File: src/rtl/cache_wb_buffer_pkg.sv
// Shared encodings, AXI constants, FSM states and request decode for the write buffer.
package cache_wb_buffer_pkg;

  // Cache write request types
  localparam logic [2:0] TYPE_BYTE = 3'b000;
  localparam logic [2:0] TYPE_HALF = 3'b001;
  localparam logic [2:0] TYPE_WORD = 3'b010;
  localparam logic [2:0] TYPE_LINE = 3'b100;

  // AXI constants
  localparam logic [1:0] BURST_INCR = 2'b01;
  localparam logic [2:0] SIZE_4B    = 3'b010;

  // FSM states
  typedef logic [1:0] state_t;
  localparam state_t ST_IDLE = 2'd0;
  localparam state_t ST_XFER = 2'd1;
  localparam state_t ST_RESP = 2'd2;

  // Burst header captured at accept time
  typedef struct packed {
    logic [31:0] addr;
    logic [7:0]  len;
    logic [2:0]  size;
    logic [3:0]  strb;
  } aw_hdr_t;

  // Map a cache write request onto an AXI burst header; unknown types act as word
  function automatic aw_hdr_t decode_req(input logic [2:0]  wr_type,
                                         input logic [31:0] wr_addr,
                                         input logic [3:0]  wr_wstrb,
                                         input int unsigned offset_width,
                                         input int unsigned words);
    aw_hdr_t h;
    h.addr = wr_addr;
    h.len  = 8'd0;
    h.size = SIZE_4B;
    h.strb = wr_wstrb;
    case (wr_type)
      TYPE_BYTE: h.size = 3'b000;
      TYPE_HALF: h.size = 3'b001;
      TYPE_LINE: begin
        h.addr = wr_addr & ~((32'd1 << offset_width) - 32'd1);
        h.len  = 8'(words - 1);
        h.strb = 4'hF;
      end
      default: h.size = SIZE_4B;
    endcase
    return h;
  endfunction

endpackage

File: src/rtl/cache_wb_buffer_if.sv
// Cache line-write port, refill hazard check and AXI AW/W/B channels.
interface cache_wb_buffer_if #(
  parameter int unsigned BYTES_PER_LINE = 16
);
  logic                        wr_req;
  logic [2:0]                  wr_type;
  logic [31:0]                 wr_addr;
  logic [3:0]                  wr_wstrb;
  logic [BYTES_PER_LINE*8-1:0] wr_data;
  logic                        wr_rdy;
  logic [31:0]                 chk_addr;
  logic                        chk_hit;
  logic [31:0]                 awaddr;
  logic [7:0]                  awlen;
  logic [2:0]                  awsize;
  logic [1:0]                  awburst;
  logic                        awvalid;
  logic                        awready;
  logic [31:0]                 wdata;
  logic [3:0]                  wstrb;
  logic                        wlast;
  logic                        wvalid;
  logic                        wready;
  logic                        bvalid;
  logic                        bready;

  // The write buffer: cache-side target, AXI write master
  modport master (
    input  wr_req, wr_type, wr_addr, wr_wstrb, wr_data, chk_addr,
    input  awready, wready, bvalid,
    output wr_rdy, chk_hit,
    output awaddr, awlen, awsize, awburst, awvalid,
    output wdata, wstrb, wlast, wvalid, bready
  );

  // The surroundings: cache requester plus AXI slave
  modport slave (
    output wr_req, wr_type, wr_addr, wr_wstrb, wr_data, chk_addr,
    output awready, wready, bvalid,
    input  wr_rdy, chk_hit,
    input  awaddr, awlen, awsize, awburst, awvalid,
    input  wdata, wstrb, wlast, wvalid, bready
  );
endinterface

File: src/rtl/cache_wb_buffer.sv
// Single-entry write buffer: captures one line eviction or uncached store and drains it as an AXI INCR burst.
module cache_wb_buffer
  import cache_wb_buffer_pkg::*;
#(
  parameter int unsigned BYTES_PER_LINE = 16
) (
  input  logic             clk,
  input  logic             resetn,
  cache_wb_buffer_if.master bus
);

  localparam int unsigned WORDS_PER_LINE = BYTES_PER_LINE / 4;
  localparam int unsigned OFFSET_WIDTH   = $clog2(BYTES_PER_LINE);
  localparam int unsigned DATA_W         = BYTES_PER_LINE * 8;

  state_t            state_q, state_d;
  logic              aw_done_q, w_done_q;
  logic [7:0]        beat_q;
  logic [DATA_W-1:0] data_q;
  aw_hdr_t           hdr_c;
  logic              aw_hs_c, w_hs_c, w_last_hs_c;

  assign hdr_c       = decode_req(bus.wr_type, bus.wr_addr, bus.wr_wstrb, OFFSET_WIDTH, WORDS_PER_LINE);
  assign aw_hs_c     = bus.awvalid && bus.awready;
  assign w_hs_c      = bus.wvalid && bus.wready;
  assign w_last_hs_c = w_hs_c && bus.wlast;

  // Cache-facing status is combinational so the cache sees it the same cycle
  assign bus.wr_rdy  = (state_q == ST_IDLE);
  assign bus.chk_hit = (state_q != ST_IDLE) &&
                       (bus.chk_addr[31:OFFSET_WIDTH] == bus.awaddr[31:OFFSET_WIDTH]);
  assign bus.awburst = BURST_INCR;

  // State register
  always_ff @(posedge clk or negedge resetn) begin
    if (!resetn) state_q <= ST_IDLE;
    else         state_q <= state_d;
  end

  // Next-state: leave XFER once both AW and the last W beat are done, in either order
  always_comb begin
    state_d = state_q;
    case (state_q)
      ST_IDLE: if (bus.wr_req) state_d = ST_XFER;
      ST_XFER: if ((aw_done_q || aw_hs_c) && (w_done_q || w_last_hs_c)) state_d = ST_RESP;
      ST_RESP: if (bus.bvalid && bus.bready) state_d = ST_IDLE;
      default: state_d = ST_IDLE;
    endcase
  end

  // Capture, AW/W channel drive and beat sequencing; remaining words shift down one per beat
  always_ff @(posedge clk or negedge resetn) begin
    if (!resetn) begin
      bus.awaddr  <= '0;
      bus.awlen   <= '0;
      bus.awsize  <= '0;
      bus.awvalid <= 1'b0;
      bus.wdata   <= '0;
      bus.wstrb   <= '0;
      bus.wlast   <= 1'b0;
      bus.wvalid  <= 1'b0;
      bus.bready  <= 1'b0;
      aw_done_q   <= 1'b0;
      w_done_q    <= 1'b0;
      beat_q      <= '0;
      data_q      <= '0;
    end else begin
      case (state_q)
        ST_IDLE: begin
          if (bus.wr_req) begin
            bus.awaddr  <= hdr_c.addr;
            bus.awlen   <= hdr_c.len;
            bus.awsize  <= hdr_c.size;
            bus.wstrb   <= hdr_c.strb;
            bus.wdata   <= bus.wr_data[31:0];
            bus.wlast   <= (hdr_c.len == 8'd0);
            bus.awvalid <= 1'b1;
            bus.wvalid  <= 1'b1;
            data_q      <= bus.wr_data >> 32;
            beat_q      <= '0;
            aw_done_q   <= 1'b0;
            w_done_q    <= 1'b0;
          end
        end
        ST_XFER: begin
          if (aw_hs_c) begin
            bus.awvalid <= 1'b0;
            aw_done_q   <= 1'b1;
          end
          if (w_hs_c) begin
            if (bus.wlast) begin
              bus.wvalid <= 1'b0;
              bus.wlast  <= 1'b0;
              w_done_q   <= 1'b1;
            end else begin
              beat_q    <= beat_q + 8'd1;
              bus.wdata <= data_q[31:0];
              data_q    <= data_q >> 32;
              bus.wlast <= ((beat_q + 8'd1) == bus.awlen);
            end
          end
          if (state_d == ST_RESP) bus.bready <= 1'b1;
        end
        ST_RESP: begin
          if (bus.bvalid) begin
            bus.bready <= 1'b0;
            aw_done_q  <= 1'b0;
            w_done_q   <= 1'b0;
            beat_q     <= '0;
          end
        end
        default: ;
      endcase
    end
  end

endmodule
File: src/flat_wrapper.sv
// flat-port wrapper written by rule: the top's interface ports become plain ports
module cache_wb_buffer_flat import cache_wb_buffer_pkg::*;
#(
  parameter int unsigned BYTES_PER_LINE = 16
)
  (clk, resetn, bus_wr_req, bus_wr_type, bus_wr_addr, bus_wr_wstrb, bus_wr_data, bus_chk_addr, bus_awready, bus_wready, bus_bvalid, bus_wr_rdy, bus_chk_hit, bus_awaddr, bus_awlen, bus_awsize, bus_awburst, bus_awvalid, bus_wdata, bus_wstrb, bus_wlast, bus_wvalid, bus_bready);
  cache_wb_buffer_if #(.BYTES_PER_LINE(BYTES_PER_LINE)) bus_i ();
  input  logic clk;
  input  logic resetn;
  input wire logic [$bits(bus_i.wr_req)-1:0] bus_wr_req;
  input wire logic [$bits(bus_i.wr_type)-1:0] bus_wr_type;
  input wire logic [$bits(bus_i.wr_addr)-1:0] bus_wr_addr;
  input wire logic [$bits(bus_i.wr_wstrb)-1:0] bus_wr_wstrb;
  input wire logic [$bits(bus_i.wr_data)-1:0] bus_wr_data;
  input wire logic [$bits(bus_i.chk_addr)-1:0] bus_chk_addr;
  input wire logic [$bits(bus_i.awready)-1:0] bus_awready;
  input wire logic [$bits(bus_i.wready)-1:0] bus_wready;
  input wire logic [$bits(bus_i.bvalid)-1:0] bus_bvalid;
  output wire logic [$bits(bus_i.wr_rdy)-1:0] bus_wr_rdy;
  output wire logic [$bits(bus_i.chk_hit)-1:0] bus_chk_hit;
  output wire logic [$bits(bus_i.awaddr)-1:0] bus_awaddr;
  output wire logic [$bits(bus_i.awlen)-1:0] bus_awlen;
  output wire logic [$bits(bus_i.awsize)-1:0] bus_awsize;
  output wire logic [$bits(bus_i.awburst)-1:0] bus_awburst;
  output wire logic [$bits(bus_i.awvalid)-1:0] bus_awvalid;
  output wire logic [$bits(bus_i.wdata)-1:0] bus_wdata;
  output wire logic [$bits(bus_i.wstrb)-1:0] bus_wstrb;
  output wire logic [$bits(bus_i.wlast)-1:0] bus_wlast;
  output wire logic [$bits(bus_i.wvalid)-1:0] bus_wvalid;
  output wire logic [$bits(bus_i.bready)-1:0] bus_bready;
  assign bus_i.wr_req = bus_wr_req;
  assign bus_i.wr_type = bus_wr_type;
  assign bus_i.wr_addr = bus_wr_addr;
  assign bus_i.wr_wstrb = bus_wr_wstrb;
  assign bus_i.wr_data = bus_wr_data;
  assign bus_i.chk_addr = bus_chk_addr;
  assign bus_i.awready = bus_awready;
  assign bus_i.wready = bus_wready;
  assign bus_i.bvalid = bus_bvalid;
  assign bus_wr_rdy = bus_i.wr_rdy;
  assign bus_chk_hit = bus_i.chk_hit;
  assign bus_awaddr = bus_i.awaddr;
  assign bus_awlen = bus_i.awlen;
  assign bus_awsize = bus_i.awsize;
  assign bus_awburst = bus_i.awburst;
  assign bus_awvalid = bus_i.awvalid;
  assign bus_wdata = bus_i.wdata;
  assign bus_wstrb = bus_i.wstrb;
  assign bus_wlast = bus_i.wlast;
  assign bus_wvalid = bus_i.wvalid;
  assign bus_bready = bus_i.bready;
  cache_wb_buffer #(.BYTES_PER_LINE(BYTES_PER_LINE)) u_core (.clk(clk), .resetn(resetn), .bus(bus_i));
endmodule
File: config.mk
export PLATFORM = sky130hd
export DESIGN_NAME = cache_wb_buffer_flat
export DESIGN_NICKNAME = d
export VERILOG_FILES = /design/src/rtl/cache_wb_buffer_pkg.sv /design/src/rtl/cache_wb_buffer_if.sv /design/src/rtl/cache_wb_buffer.sv /design/src/flat_wrapper.sv
export SDC_FILE = /design/constraint.sdc
export NUM_CORES = 1
export LEC_CHECK = 0
export BUFFER_PORTS_ARGS = -buffer_cell sky130_fd_sc_hd__buf_2
export CAP_MARGIN = 40
export CORE_UTILIZATION = 50
export DETAILED_ROUTE_END_ITERATION = 16
export GPL_ROUTABILITY_DRIVEN = 1
export PLACE_DENSITY = 0.89
export SYNTH_ARGS = -nofsm -noshare
export SYNTH_HDL_FRONTEND = slang
export SYNTH_SLANG_ARGS = --single-unit
export TNS_END_PERCENT = 50
File: constraint.sdc
create_clock -name clk -period 2.43 [get_ports clk]
set_input_delay 0.486 -clock clk [delete_from_list [all_inputs] [get_ports clk]]
set_output_delay 0.486 -clock clk [all_outputs]
set_load 0.1 [all_outputs]
# Word level (Yosys, flattened, before mapping)

Index checks and enable logic that the tools add are counted.

Register bits after elaboration: 223
Bits in latches: 0
RAM bits: 0
Memory bits (read-only): 0
Bits of input ports: 205
Output and inout port bits: 87
Word-level logic and storage cells: 92
Memories kept: 0

Add/subtract/negate cells: 1
$mul: 0
Div/mod/pow operators: 0
$lt $le $gt $ge: 0
Equality and inequality tests: 14
Shifts and indexed selects: 0
Multiplexer cells: 39
Bitwise gates (word level): 0
Reductions and logical operators: 24

Operators with widths:

| operator                                                                 | count |
|---|---|
| 128-bit two-way mux                                                      | 3 |
| 128-bit case mux with 2 select lines                                     | 1 |
| 32-bit two-way mux                                                       | 3 |
| 32-bit case mux with 2 select lines                                      | 1 |
| 8-bit two-way mux                                                        | 4 |
| 28-bit == test                                                           | 1 |
| 8-bit case mux with 3 select lines                                       | 1 |
| 1-bit two-way mux                                                        | 13 |
| 12-bit two-way mux                                                       | 1 |
| 4-bit AND reduction                                                      | 3 |
| 5-bit AND reduction                                                      | 2 |
| 3-bit AND reduction                                                      | 3 |
| 8-bit by 1-bit adder with 8-bit output (second input constant)           | 1 |
| 8-bit == test                                                            | 1 |
| 8-bit logical NOT                                                        | 1 |
| 2-bit by 1-bit inequality test with 1-bit output (second input constant) | 4 |
| 1-bit case mux with 2 select lines                                       | 4 |
| 1-bit logical AND                                                        | 6 |
| 2-bit two-way mux                                                        | 3 |
| 2-bit inequality test (second input constant)                            | 3 |
| 1-bit case mux with 3 select lines                                       | 2 |
| 2-bit case mux with 3 select lines                                       | 1 |
| 2-bit nonzero test                                                       | 3 |
| 2-bit == test (second input constant)                                    | 2 |
| 10 further kinds                                                         | 11 |

# Logic depth before layout (Yosys ltp)

Gate-level depths: netlist of run 1.

Depth after elaboration: 9
Depth in mapped cells: 7
Depth with buffers taken out: 5

# Worst setup path before layout of run 1

No wires, ideal clock.

Kind: reg2out
Start: register u_core.bus.awaddr[12]
End: output bus_chk_hit
Arrival: 4.413 ns
Required time: 1.944 ns
Setup slack: -2.469 ns
Cell stages (with the launch flop): 5
Path buffers: 0
Cell sequence: dfrtp_1 xor2_1 nor4_1 nand4_1 nor4_1

Longest elaborated chain between the ends: 2

RTL lines:

| item                   | RTL line                 | text |
|---|---|---|
| from (decl)            | cache_wb_buffer_if.sv:32 | `output awaddr, awlen, awsize, awburst, awvalid,` |
| from (signal assigned) | cache_wb_buffer.sv:71    | `bus.awaddr <= hdr_c.addr;` |
| 28-bit == test         | cache_wb_buffer.sv:31    | `(bus.chk_addr[31:OFFSET_WIDTH] == bus.awaddr[31:OFFSET_WIDTH]);` |
| 1-bit logical AND      | cache_wb_buffer.sv:30    | `assign bus.chk_hit = (state_q != ST_IDLE) &&` |
| to (decl)              | flat_wrapper.sv:20       | `output wire logic [$bits(bus_i.chk_hit)-1:0] bus_chk_hit;` |

No other way between the ends.

# Worst setup path in the final report of run 1

Start: register u_core.bus.awaddr[6]
End: output bus_chk_hit

Same word-level chain as after synthesis.

==> results of run 1 <==
-- final cells by class --
type / count / area [µm²]
Fill cell: 1293 / 5560
Sequential cell: 183 / 4620
Clock inverter: 10 / 119
Multi-Input combinational cell: 712 / 3430
Inverter: 1 / 3.75
Tap cell: 216 / 270
Timing Repair Buffer: 295 / 1640
Clock buffer: 22 / 454
Antenna cell: 5 / 12.5
-- flip-flops by register name, indices dropped and copies added, names as in the netlist --
| signal | count |
|---|---|
| u_core.state_q | 2 |
| u_core.bus.awsize | 2 |
| u_core.bus.wdata | 32 |
| u_core.bus.wvalid | 1 |
| u_core.bus.wlast | 1 |
| u_core.bus.awaddr | 32 |
| u_core.bus.wstrb | 4 |
| u_core.beat_q | 8 |
| u_core.bus.bready | 1 |
| u_core.bus.awlen | 1 |
| u_core.bus.awvalid | 1 |
| u_core.w_done_q | 1 |
| u_core.aw_done_q | 1 |
| u_core.data_q | 96 |
-- critical path, stage by stage, from the launching register on --
cell,delay [ps]
dfrtp_4,490
xor2_1,150
nor4_1,250
nand4_1,220
nor4_4,380
buf_12,210
-- final timing paths --
check                                                          to  slack (ps)
max in group asynchronous       u_core.bus.awaddr[21]$_DFFE_PN0P_        1620
worst min register to register      u_core.data_q[90]$_DFFE_PN0P_         500
worst max register to register      u_core.data_q[46]$_DFFE_PN0P_         340
worst max-delay path                                  bus_chk_hit        -190
worst min-delay path                u_core.data_q[19]$_DFFE_PN0P_          30
min in group clk                    u_core.data_q[92]$_DFFE_PN0P_         240
-- cells by family (layout without fill, tap and decap cells) --
kind of cell               Yosys count  count (layout)  synth area share [%]
and+or+nand+nor                    530             530                  25.6
DFF                                183             183                  54.7
AOI/OAI and AO/OA                  140             140                  11.0
buffers and inverters               76             328                  5.15
xor gates and xnor gates            31              31                  3.24
other                                2              14                0.0896
adders and majority gates            1               1                 0.149
muxes                                1               1                 0.119
-- stage by stage --
step	util, %	cell area (µm²)	setup WS, ps	hold slack [ps]
2_1_floorplan	-	8460	-406	190
3_3_place_gp	61.8	9970	110	463
3_5_place_dp	61.8	9970	131	485
4_1_cts	65.4	10500	-205	57.9
5_1_grt	65.5	10600	-272	71.3
6_report	65.5	10600	-185	30.5
-- metal layers --
layer | vias to the layer above | part of all wire, % | track usage (%)
li1 | 3681 | - | -
met1 | 3590 | 41 | 34.1
met2 | 337 | 49 | 44.6
met3 | 57 | 6.4 | 5.90
met4 | 0 | 3.7 | 13.5
met5 | - | 0 | 0
-- placed cells by master, fill, tap and decap left out, types with 4 or more instances in the layout --
master | netlist | layout
nand4_1 | 6 | 6
a22o_1 | 9 | 9
dfrtp_1 | 183 | 160
nor2b_1 | 9 | 8
buf_2 | 27 | 276
clkbuf_1 | 23 | 4
nand3_1 | 34 | 34
a21oi_1 | 7 | 7
diode_2 | 0 | 5
clkbuf_16 | 0 | 17
o22a_1 | 4 | 4
buf_4 | 10 | 9
dfrtp_2 | 0 | 20
a31oi_1 | 96 | 96
buf_12 | 0 | 9
conb_1 | 2 | 9
nand2_1 | 350 | 350
o21ai_0 | 13 | 13
nor4_1 | 5 | 4
nor2_1 | 105 | 104
xnor2_1 | 14 | 14
xor2_1 | 17 | 17
-- power breakdown --
group / total (mW) / switching [mW] / internal, mW
Sequential: 5.47 / 0.930 / 4.54
Combinational: 9.98 / 7.72 / 2.26
Clock: 2.75 / 1.20 / 1.55
Total: 18.2 / 9.85 / 8.35
==> out/results.tsv, run 1 <==
stage	metric	value	unit
power_and_ir_drop	ir_worst_vdd	1780	µV
timing	fmax	382	MHz
synth	synth_ff_type	dfrtp_1	
hold_path	hold_class	in -> async	
detailed_routing	vias	7665	
critical_path	required	1940	ps
synth	synth-edff-count	0	
place	portBuffers	278	
outcome	failed_checks	negative setup slack	
detailed_routing	first_iter_violations	518	
timing	setup_tns	-185	ps
critical_path	r2r_cells	5	
critical_path	cp.arrival	2130	ps
critical_path	cp-startpoint	u_core.bus.awaddr[6]$_DFFE_PN0P_	
die	start_util	52.0	%
detailed_routing	drc_errors	0	
clock_tree	insertion_delay	430	ps
detailed_routing	post_drt_via_cell_ratio	5.31	
finish	nets	1416	
synth	synth_cell_types	46	
power_and_ir_drop	power_density	1720	mW/mm²
critical_path	critPathCaptureType	primary output	
synth	synthCells	964	
timing	fin_crit	2620	ps
clock_tree	clk_pin_slew_worst_paths	70	ps
die	die_h	131	µm
synth	synthTopCellsByCount	350 x nand2_1, 183 x dfrtp_1, 105 x nor2_1	
clock_tree	ctsResizeCount	0	
synth	synth_top_area_share	54.7	%
clock_tree	clock_path_buffers	2	
power_and_ir_drop	cellLeakagePower	5.29	nW
timing	rsz0062_at_grt	yes	
global_routing	grt_use_total	27.2	%
clock_tree	post_cts_buffers	0	
synth	yosysTopAreaCell	dfrtp_1	
detailed_routing	dr.pass1.iters	5	
clock_tree	htreeDepth	4	
finish	stdcell_count	1444	
die	pin_count	292	
timing	worst_slew_pin_slew	555	ps
timing	setup_viol	1	
clock_tree	cts_root_buf	clkbuf_16	
run	maxCapViolCount	0	
synth	async_reset_ff_share	100	%
finish	drive_gt1_share	29.3	%
synth	synth.cell_area	0.00838	mm²
timing	clock_skew	11.4	ps
die	dieWidth	131	µm
synth	yosys.cell_count.top_type	nand2_1	
die	core-area	0.0161	mm²
timing	worst_slack	-185	ps
synth	ys_warn_count	0	
global_routing	grt_start_max_net_pins	100	
synth	synth_area_leaders	dfrtp_1 55%, nand2_1 16%, a31oi_1 7.2%	
global_routing	antenna_found_initial	6	
detailed_routing	ant_nets	0	
place	hpwl	16100	µm
clock_tree	cts.sink_count	183	
timing	slew_violations	0	
clock_tree	holdBufCountCts	0	
die	std_cell_rows	46	
timing	max_slew_margin	63.0	%
global_routing	grt_pass1_wl	36900	µm
finish	area_delta_synth_final	26.0	%
global_routing	grt_pass1_vias	7475	
place	dp.cells	1407	
global_routing	overflow	0	
power_and_ir_drop	p_total	18.2	mW
timing	period_share	108	%
clock_tree	numCtsBuffers	17	
timing	hold_viol	0	
clock_tree	cts_tree	yes	
synth	synth-seq-cells	183	
die	design.die.area	0.0173	mm²
detailed_routing	drt_wl_total	22800	µm
place	place.gp.congestion	0.902	
critical_path	rr_startpoint	u_core.state_q[0]$_DFF_PN0_	
critical_path	critPathKind	reg -> out	
synth	avgSynthCellArea	8.69	µm²
outcome	status	complete, but fails checks	
critical_path	start_kind	flip-flop	
synth	ys_seq_area_share	54.7	%
critical_path	path_max_fanout	3	
detailed_routing	avgRoutedWirePerCell	15.8	µm
Note: power is estimated with default switching activity, not from simulation.
==> run 2, diff against run 1 <==
BUFFER_PORTS_ARGS = not set   (was -buffer_cell sky130_fd_sc_hd__buf_2)
DONT_BUFFER_PORTS = 1   (was not set)
HOLD_SLACK_MARGIN = 0.02   (was not set)
PLACE_DENSITY = 0.74   (was 0.89)
==> run 2 against run 1 <==
Against the previous run:
- the run ends with negative hold slack, negative setup slack left
- clock skew down 2.1 ps
- utilization down 5.1 points
- final area down 7.7%
- sequential share of layout area up 3.7 points
- setup slack better by 43 ps
- routed wire length down 5.1%
- non-clock buffer count down 201
- clock-buffer cell count up 1
- die area unchanged
- via count down 13%
- largest cell class unchanged
==> out/results.tsv, run 2 (synthesis results as in run 1) <==
stage	metric	value	unit	change
detailed_routing	drc_errors	0		unchanged
timing	hold_viol	183		was 0
global_routing	antenna_found_initial	2		was 6
clock_tree	cts.sink_count	183		unchanged
die	die_h	131	µm	unchanged
finish	area_delta_synth_final	16.2	%	was 26.0%
critical_path	critPathCaptureType	primary output		unchanged
clock_tree	htreeDepth	4		unchanged
global_routing	grt_pass1_wl	34500	µm	was 36900 µm
finish	mostFrequentLayoutCells	350 x nand2_1, 159 x dfrtp_1, 104 x nor2_1, 96 x a31oi_1, 88 x buf_4		was 350 x nand2_1, 276 x buf_2, 160 x dfrtp_1, 104 x nor2_1, 96 x a31oi_1
detailed_routing	drt_wl_total	21600	µm	was 22800 µm
outcome	status	complete, but fails checks		unchanged
clock_tree	clk_pin_slew_worst_paths	70	ps	about the same
clock_tree	cts_root_buf	clkbuf_16		unchanged
timing	fmax	389	MHz	was 382 MHz
finish	largest_register_ffs	96		unchanged
timing	period_share	106	%	was 108%
detailed_routing	ant_nets	0		unchanged
timing	worst_slack	-142	ps	was -185 ps
finish	nets	1215		was 1416
timing	hold_slack	-244	ps	was 30.5 ps
global_routing	grt_use_total	25.6	%	was 27.2%
place	place_ws	241	ps	was 131 ps
clock_tree	cts_tree	yes		unchanged
critical_path	path_max_fanout	2		was 3
place	hpwl	15000	µm	was 16100 µm
critical_path	slowest_delay	490	ps	about the same
timing	fin_crit	2570	ps	was 2620 ps
critical_path	r2r_cells	5		unchanged
finish	final_common_cell	nand2_1		unchanged
timing	setup_viol	1		unchanged
die	start_util	52.0	%	unchanged
finish	drive_gt1_share	15.6	%	was 29.3%
detailed_routing	vias	6684		was 7665
die	core-area	0.0161	mm²	unchanged
critical_path	crit-reg2reg-capture	u_core.data_q[17]$_DFFE_PN0P_		was u_core.data_q[46]$_DFFE_PN0P_
critical_path	rr_startpoint	u_core.state_q[1]$_DFF_PN0_		was u_core.state_q[0]$_DFF_PN0_
place	portBuffers	0		was 278
critical_path	critPathKind	reg -> out		unchanged
critical_path	start_kind	flip-flop		unchanged
clock_tree	insertion_delay	420	ps	was 430 ps
detailed_routing	post_drt_via_cell_ratio	5.40		was 5.31
run	maxCapViolCount	0		unchanged
hold_path	hold_class	in -> async		unchanged
critical_path	slowest_stage	dfrtp_4		unchanged
die	pin_count	292		unchanged
timing	clock_skew	9.35	ps	was 11.4 ps
detailed_routing	dr.pass1.iters	6		was 5
die	dieWidth	131	µm	unchanged
global_routing	overflow	0		unchanged
global_routing	grt_start_max_net_pins	184		was 100
critical_path	required	1940	ps	about the same
timing	slew_violations	0		unchanged
critical_path	crit_chain	xor2_2 > nor4_2 > nand4_1 > nor4_4 > buf_12		was xor2_1 > nor4_1 > nand4_1 > nor4_4 > buf_12
critical_path	regToRegSetupSlack	260	ps	was 340 ps
outcome	failed_checks	negative hold slack, negative setup slack		was negative setup slack
global_routing	grt_pass1_vias	6641		was 7475
clock_tree	clock_path_buffers	2		unchanged
critical_path	cp.arrival	2090	ps	was 2130 ps
timing	rsz0062_at_grt	yes		unchanged
timing	max_slew_margin	40.5	%	was 63.0%
place	place.gp.congestion	0.860		was 0.902
finish	top_register	u_core.data_q		unchanged
detailed_routing	avgRoutedWirePerCell	17.5	µm	was 15.8 µm
finish	largestRegisters	u_core.data_q x96, u_core.bus.awaddr x32, u_core.bus.wdata x32		unchanged
timing	worst_slew_pin_slew	893	ps	was 555 ps
clock_tree	numCtsBuffers	17		unchanged
die	std_cell_rows	46		unchanged
die	design.die.area	0.0173	mm²	unchanged
detailed_routing	first_iter_violations	370		was 518
run 2: cell types whose count changed in the layout (fill, tap and decap cells not counted), sizes merged:
cell | before | now
buf | 294 | 94
diode | 5 | 1
inv | 4 | 1
bufinv | 2 | 4
clkinvlp | 2 | 1
run 2: worst max-delay path: cells and delay by family (launching register included):
| family | cells | cell delay [ps] |
|---|---|---|
| flip-flops | 1 | 490 |
| buffers and inverters | 1 | 210 |
| AND/OR/NAND/NOR | 3 | 800 |
| XOR/XNOR | 1 | 150 |
run 2: final cells by class:
cell class	count	area [µm²]
Inverter	1	3.75
Sequential cell	183	4620
Timing Repair Buffer	94	781
Antenna cell	1	2.50
Clock inverter	8	146
Fill cell	1437	6380
Tap cell	216	270
Multi-Input combinational cell	712	3450
Clock buffer	23	468
run 2: worst max-delay path by stage:
stage                                           from                            end  slack [ps]  depth (start not counted)
detailed placement       u_core.state_q[1]$_DFF_PN0_  u_core.data_q[17]$_DFFE_PN0P_         240                          5
CTS                 u_core.bus.awaddr[9]$_DFFE_PN0P_                    bus_chk_hit        -200                          5
floorplan           u_core.bus.awaddr[6]$_DFFE_PN0P_                    bus_chk_hit        -410                          4
global route        u_core.bus.awaddr[6]$_DFFE_PN0P_                    bus_chk_hit        -230                          5
global placement                     bus_chk_addr[6]                    bus_chk_hit         190                          5
finish              u_core.bus.awaddr[6]$_DFFE_PN0P_                    bus_chk_hit        -140                          5
run 2: timing repair:
item,CTS,global route
resized for setup,0,2
setup buffers,1,0
cloned,0,0
setup endpoints to repair,1,1
endpoints found under the hold margin,183,183
pin swaps,9,4
run 2: through the flow:
stage	area [µm²]	std cells	setup TNS, ps	hold WS (ps)	util, %
floorplan	8460	971	-406	190	-
global placement	9100	1205	0	194	56.5
detailed placement	9100	1205	0	193	56.5
CTS	9720	1237	-202	-262	60.3
global route	9730	1237	-233	-266	60.4
finish	9740	1238	-142	-244	60.4
run 2: layer usage:
layer  share of wire (%)  vias up  GRT usage (%)
li1                    -     3265              -
met4                 3.2        2           11.4
met3                 6.6       37           6.56
met5               0.056        -              0
met1                  43     3147           32.9
met2                  47      233           40.9
Power of run 2 is not shown: default switching activity piles up to over one toggle a cycle in this logic, so the estimate is an artifact.
